### config.mk
export PLATFORM = sky130hd
export DESIGN_NAME = aes128_round_ctrl
export DESIGN_NICKNAME = d
export VERILOG_FILES = /design/src/rtl/aes128_round_ctrl.sv
export SDC_FILE = /design/constraint.sdc
export NUM_CORES = 2
export LEC_CHECK = 0
export ABC_AREA = 1
export CAP_MARGIN = 20
export CORE_MARGIN = 3
export CORE_UTILIZATION = 42
export DETAILED_ROUTE_END_ITERATION = 10
export GPL_TIMING_DRIVEN = 0
export PLACE_DENSITY = 0.67
export REMOVE_ABC_BUFFERS = 1
export SYNTH_ARGS = -nofsm -noshare
export SYNTH_HDL_FRONTEND = slang
export SYNTH_SLANG_ARGS = --single-unit
### constraint.sdc
create_clock -name clk -period 12.3 [get_ports clk]
set_clock_uncertainty 0.05 [all_clocks]
set_input_delay 1.23 -clock clk [delete_from_list [all_inputs] [get_ports clk]]
set_output_delay 1.23 -clock clk [all_outputs]
set_load 0.005 [all_outputs]
### src/rtl/aes128_round_ctrl.sv
// ---------------------------------------------------------------------------
// aes128_round_ctrl
//
// Iterative AES-128 encrypt/decrypt sequencer. Drives an external
// combinational AES datapath (ARK/SUB/SHIFT/MIX) one operation per cycle,
// owns the 128-bit cipher state register and an 11-entry round-key file,
// expands the key on demand and hands the result out over valid/ready.
//
// Handshake: a transfer happens on a rising clk edge where valid && ready
// are both high. in_ready is high only in IDLE; a request seen while busy is
// ignored and must be held by the producer. out_valid/out_data are held
// stable from DONE entry until the edge where out_ready is high.
//
// Ports
//   clk, clrn               clock, asynchronous active-low reset
//   in_valid/in_ready       request handshake
//   in_dec                  0 = encrypt, 1 = decrypt
//   in_key_load             force key expansion from in_key
//   in_key, in_data         key and input block, byte 0 at [7:0]
//   out_valid/out_ready     result handshake
//   out_data                result block
//   busy                    high in every state except IDLE
//   dp_ark/sub/shift/mix    one-hot datapath op select (0 when idle)
//   dp_inv                  inverse-op select (RND only)
//   dp_a                    {24'h0, rcon} during key expansion, else 0
//   dp_vb                   datapath operand
//   dp_vc                   datapath result (combinational from dp_*)
//   dbg_state               current FSM state encoding
// ---------------------------------------------------------------------------
module aes128_round_ctrl (
  input  logic         clk,
  input  logic         clrn,
  input  logic         in_valid,
  output logic         in_ready,
  input  logic         in_dec,
  input  logic         in_key_load,
  input  logic [127:0] in_key,
  input  logic [127:0] in_data,
  output logic         out_valid,
  input  logic         out_ready,
  output logic [127:0] out_data,
  output logic         busy,
  output logic         dp_ark,
  output logic         dp_sub,
  output logic         dp_shift,
  output logic         dp_mix,
  output logic         dp_inv,
  output logic [31:0]  dp_a,
  output logic [127:0] dp_vb,
  input  logic [127:0] dp_vc,
  output logic [2:0]   dbg_state
);

  typedef enum logic [2:0] {
    S_IDLE = 3'd0,
    S_KEXP = 3'd1,
    S_INIT = 3'd2,
    S_RND  = 3'd3,
    S_DONE = 3'd4
  } state_t;

  state_t       r_state;
  logic [127:0] r_data;
  logic         r_dec;
  logic         r_key_valid;
  logic [3:0]   r_kidx;
  logic [3:0]   r_round;
  logic [1:0]   r_phase;
  logic         r_in_ready;
  logic         r_out_valid;
  logic [127:0] r_out_data;
  logic         r_busy;

  // Round-key file; contents deliberately not reset (key_valid guards use).
  logic [127:0] r_rk [0:10];

  logic         w_accept;
  logic         w_need_kexp;
  logic [7:0]   w_rcon;
  logic         w_rnd_last;
  logic         w_rnd_xor;
  logic         w_rnd_end;
  logic [127:0] w_rnd_val;
  logic         w_rk_we;
  logic [3:0]   w_rk_waddr;
  logic [127:0] w_rk_wdata;

  assign w_accept    = (r_state == S_IDLE) && in_valid && r_in_ready;
  assign w_need_kexp = in_key_load || !r_key_valid;

  always_comb begin
    w_rcon = 8'h00;
    case (r_kidx)
      4'd1:    w_rcon = 8'h01;
      4'd2:    w_rcon = 8'h02;
      4'd3:    w_rcon = 8'h04;
      4'd4:    w_rcon = 8'h08;
      4'd5:    w_rcon = 8'h10;
      4'd6:    w_rcon = 8'h20;
      4'd7:    w_rcon = 8'h40;
      4'd8:    w_rcon = 8'h80;
      4'd9:    w_rcon = 8'h1b;
      4'd10:   w_rcon = 8'h36;
      default: w_rcon = 8'h00;
    endcase
  end

  // Encrypt counts rounds 1..10, decrypt counts 9..0; the last round is the
  // two-phase one without MIX. In both directions the key to mix in is
  // rk[r_round], so the final rounds naturally pick rk[10] / rk[0].
  assign w_rnd_last = r_dec ? (r_round == 4'd0) : (r_round == 4'd10);
  assign w_rnd_end  = w_rnd_last ? (r_phase == 2'd1) : (r_phase == 2'd2);
  // Encrypt adds the key after MIX (or after SHIFT in the last round);
  // decrypt adds it after SUB, before InvMix.
  assign w_rnd_xor  = r_dec ? (r_phase == 2'd1) : w_rnd_end;
  assign w_rnd_val  = w_rnd_xor ? (dp_vc ^ r_rk[r_round]) : dp_vc;

  // Datapath controls: combinational decode of registered state/counters.
  always_comb begin
    dp_ark   = 1'b0;
    dp_sub   = 1'b0;
    dp_shift = 1'b0;
    dp_mix   = 1'b0;
    dp_inv   = 1'b0;
    dp_a     = 32'h0;
    dp_vb    = 128'h0;
    case (r_state)
      S_KEXP: begin
        dp_ark = 1'b1;
        dp_a   = {24'h0, w_rcon};
        dp_vb  = r_rk[r_kidx - 4'd1];
      end
      S_RND: begin
        dp_inv = r_dec;
        dp_vb  = r_data;
        case (r_phase)
          2'd0:    begin dp_sub   = !r_dec; dp_shift = r_dec;  end
          2'd1:    begin dp_shift = !r_dec; dp_sub   = r_dec;  end
          default: dp_mix = 1'b1;
        endcase
      end
      default: ;
    endcase
  end

  // Round-key file write port: rk[0] on an expanding accept, rk[i] in KEXP.
  always_comb begin
    w_rk_we    = 1'b0;
    w_rk_waddr = 4'd0;
    w_rk_wdata = in_key;
    if (w_accept && w_need_kexp) begin
      w_rk_we = 1'b1;
    end else if (r_state == S_KEXP) begin
      w_rk_we    = 1'b1;
      w_rk_waddr = r_kidx;
      w_rk_wdata = dp_vc;
    end
  end

  always_ff @(posedge clk) begin
    if (w_rk_we) begin
      r_rk[w_rk_waddr] <= w_rk_wdata;
    end
  end

  always_ff @(posedge clk or negedge clrn) begin
    if (!clrn) begin
      r_state     <= S_IDLE;
      r_data      <= 128'h0;
      r_dec       <= 1'b0;
      r_key_valid <= 1'b0;
      r_kidx      <= 4'd0;
      r_round     <= 4'd0;
      r_phase     <= 2'd0;
      r_in_ready  <= 1'b1;
      r_out_valid <= 1'b0;
      r_out_data  <= 128'h0;
      r_busy      <= 1'b0;
    end else begin
      case (r_state)
        S_IDLE: begin
          if (w_accept) begin
            r_data     <= in_data;
            r_dec      <= in_dec;
            r_in_ready <= 1'b0;
            r_busy     <= 1'b1;
            if (w_need_kexp) begin
              r_kidx  <= 4'd1;
              r_state <= S_KEXP;
            end else begin
              r_state <= S_INIT;
            end
          end
        end
        S_KEXP: begin
          if (r_kidx == 4'd10) begin
            r_key_valid <= 1'b1;
            r_kidx      <= 4'd0;
            r_state     <= S_INIT;
          end else begin
            r_kidx <= r_kidx + 4'd1;
          end
        end
        S_INIT: begin
          r_data  <= r_data ^ (r_dec ? r_rk[10] : r_rk[0]);
          r_round <= r_dec ? 4'd9 : 4'd1;
          r_phase <= 2'd0;
          r_state <= S_RND;
        end
        S_RND: begin
          r_data <= w_rnd_val;
          if (w_rnd_end) begin
            r_phase <= 2'd0;
            if (w_rnd_last) begin
              r_out_valid <= 1'b1;
              r_out_data  <= w_rnd_val;
              r_state     <= S_DONE;
            end else begin
              r_round <= r_dec ? (r_round - 4'd1) : (r_round + 4'd1);
            end
          end else begin
            r_phase <= r_phase + 2'd1;
          end
        end
        S_DONE: begin
          if (out_ready) begin
            r_out_valid <= 1'b0;
            r_in_ready  <= 1'b1;
            r_busy      <= 1'b0;
            r_state     <= S_IDLE;
          end
        end
        default: r_state <= S_IDLE;
      endcase
    end
  end

  assign in_ready  = r_in_ready;
  assign out_valid = r_out_valid;
  assign out_data  = r_out_data;
  assign busy      = r_busy;
  assign dbg_state = r_state;

endmodule

==> results.ini <==
[critical_path]
critical_path.endpoint=dp_vb[81]
arrival_ns=8.07
slowest_delay_ns=0.96
reg2reg_from=r_kidx[0]
critical_path.most_common_cell=buf_16
crit_type=reg -> out
reg2reg_to=r_rk[0][45]
r2r_slack_ns=6.43
crit_chain=buf_16, buf_16, inv_8, buf_16, ha_4, buf_16, buf_16, clkinv_4, buf_16, buf_16, a21oi_1, o21ai_0, nand3_1, o211ai_1, nand2_1, o21ai_0, clkdlybuf4s50_1
crit_required_ns=11.02
endpoint_kind=primary output
cp-startpoint=r_kidx[0]
start_kind=flop
worst-path-max-fanout=83
crit_slowest_cell=ha_4
r2r_cells=14

[placement]
portBuffers=664
hpwl_um=204200
gp_congestion=0.7989
place_worst_setup_slack_ns=4.163

[global_routing]
use_met2_pct=45.09
antenna_found_initial=18
grt_pass1_vias=79880
gr-total-overflow=0
grt_pass1_wl_um=483400
grt_usage_pct=28.29
grt_use_met1_pct=37.31
grt_max_degree=171
top_usage_layer=met2
met3_usage_pct=5.368

[routing]
drtIter0Drc=11140
ant_nets=0
wirelength_um=327300
drc_errors=0
wl_per_cell_um=22.96
first_pass_iters=9
vias=83290
vias_per_cell=5.842

[sta]
finalHoldViolations=0
worst_slack_ns=2.953
relSlewSlack_pct=16.96
finalCritPeriodShare_pct=75.99
maxSlewViolCount=0
tns_ns=0
max_freq_ghz=0.1070
rsz0062_at_grt=false
tightest_slew_ns=1.233
setup_violations=0
layout_min_cycle_time_ns=9.347

[floorplanning]
die_w_um=471.2
initial_core_util_pct=42.31
core-area_mm2=0.2148
num_io_pins=689
rows=170
die-area_mm2=0.2221
die_h_um=471.2

[final_layout]
area_delta_synth_final_pct=20.27
post_route_cells_drive_above_1_share_pct=6.136
nets=11650

[logic_synthesis]
ys_warn_count=0
avgSynthCellArea_um2=8.380
synth-async-reset-ratio_pct=16.29
synthDistinctLibCells=35
synth_seq_cells=1682
ys.flop_type=edfxtp_1
synth_seq_area_share_pct=54.06
synth_area_mm2=0.09090
synth_edf_count=1408
syn_inst=10850

[power]
max-vdd-ir-drop_uv=265.0
leakage_nw=44.42
power_density_mw_per_mm2=264.0

[clock_tree]
cts_tree=done
cts_max_path_buffers=3
cts_resized=0
cts_setup_buffers=0
clock_sinks=1682
cts_buffers=187
htreeDepth=4
clock_latency_ns=0.86
path_clk_slew_ns=0.06
root_buffer=clkbuf_16
hold_buffers=0

[job]
max_cap_violations=0

[worst_hold_path]
min_path_type=in -> async

[run_status]
status=complete, no violations

==> report_power, final <==
group          total (W)  switching (W)  internal [W]  leakage (nW)
logic             0.0153         0.0104       0.00495          25.5
clock network    0.00561        0.00238       0.00322          2.95
registers        0.00792       0.000504       0.00742          16.0
total             0.0289         0.0133        0.0156          44.4
==> registers in the layout, summed over array words and instances (netlist names) <==
register and cells:
r_phase 2, r_key_valid 1, dbg_state 3, r_data 128
r_kidx 4, out_valid 1, out_data 128, r_round 4
r_dec 1, r_rk 1408, busy 1, in_ready 1
==> critical path, delay by kind of cell, from the launching register on <==
kind / cells / cell delay, ns
AOI/OAI and AO/OA: 4 / 0.74
adders and majority gates: 1 / 0.96
buffers and inverters: 10 / 3.94
DFF: 1 / 0.82
and+or+nand+nor: 2 / 0.19
==> cells by family after synthesis <==
| group | share of synthesized area, % |
|---|---|
| compound gates | 16.48 |
| flops | 54.06 |
| simple gates | 19.85 |
| mux | 0.5836 |
| xor+xnor | 0.6455 |
| other cells | 0.004125 |
| fa+ha+maj | 0.1872 |
| buf+inv | 8.192 |
==> synth_stat cells (23+ instances only) <==
library cell	n	share of area, %
nand2_1	2796	12
edfxtp_1	1408	47
o21ai_0	1334	7.3
inv_1	959	4.0
a21oi_1	933	5.1
nand3_1	915	5.0
nor2_1	777	3.2
clkbuf_1	408	1.7
o211ai_1	311	2.6
dfrtp_1	273	7.5
buf_2	204	1.1
o21ai_1	115	0.63
buf_1	94	0.39
buf_4	80	0.66
xor2_1	66	0.64
o211ai_2	56	0.77
mux2i_1	53	0.58
buf_6	23	0.28
==> worst min-delay path by stage <==
| stage | from | endpoint | slack (ns) | depth (start not counted) |
|---|---|---|---|---|
| floorplan | r_key_valid | r_key_valid | 0.38 | 2 |
| global placement | busy | busy | 0.41 | 2 |
| detailed placement | busy | busy | 0.41 | 2 |
| CTS | clrn | r_data[97] | 0.24 | 1 |
| global route | clrn | r_data[97] | 0.29 | 1 |
| finish | clrn | out_data[34] | 0.30 | 1 |
==> metal layers <==
layer / vias to the layer above / part of all wire [%]
met3: 994 / 11
li1: 37440 / -
met2: 5592 / 45
met4: 2 / 4.6
met1: 39260 / 39
met5: - / 0.0040
==> per-stage QoR <==
step / instances / power, W / utilization (%) / hold slack (ns) / instance area (um^2)
finish: 14260 / 0.02886 / 50.89 / 0.2984 / 109300
global route: 14260 / 0.03050 / 50.89 / 0.2946 / 109300
CTS: 14200 / 0.02852 / 50.72 / 0.2410 / 109000
detailed placement: 13850 / 0.02287 / 47.90 / 0.4140 / 102900
global placement: 13560 / 0.02095 / 45.33 / 0.4082 / 97390
floorplan: 10060 / 0.01764 / - / 0.3773 / 87190
==> layout make-up <==
| type | instances | area [um^2] |
|---|---|---|
| fillers | 18900 | 105500 |
| flip-flops and latches | 1682 | 49160 |
| multi-input cells | 7406 | 34580 |
| repair buffers | 996 | 12210 |
| clock buffers | 258 | 5109 |
| inverters | 972 | 3740 |
| well taps | 2838 | 3551 |
| clock inverters | 95 | 958.4 |
| diodes | 10 | 25.02 |
==> layout by cell type (no fill, tap or decap), types with 3 or more instances in the layout <==
master / n
buf_4: 43
o21ai_0: 1334
nand3_1: 915
o211ai_2: 56
clkinv_8: 6
dfrtp_1: 267
buf_2: 8
edfxtp_1: 1408
buf_16: 93
diode_2: 10
nor2_4: 13
buf_6: 55
inv_16: 3
inv_1: 955
conb_1: 24
clkbuf_16: 189
dfrtp_4: 6
clkbuf_2: 5
buf_12: 71
ha_1: 11
mux2i_1: 53
clkinv_2: 31
nand2_1: 2794
bufinv_16: 15
clkbuf_1: 57
clkinvlp_4: 6
clkbuf_4: 38
nor2_1: 765
o211ai_1: 311
inv_6: 6
a21oi_1: 933
clkbuf_8: 12
clkdlybuf4s50_1: 663
clkinv_1: 31
o21ai_1: 115
inv_8: 5
nor3_2: 3
inv_4: 4
buf_8: 20
xor2_1: 65
Power figures use the tool's default switching activity.
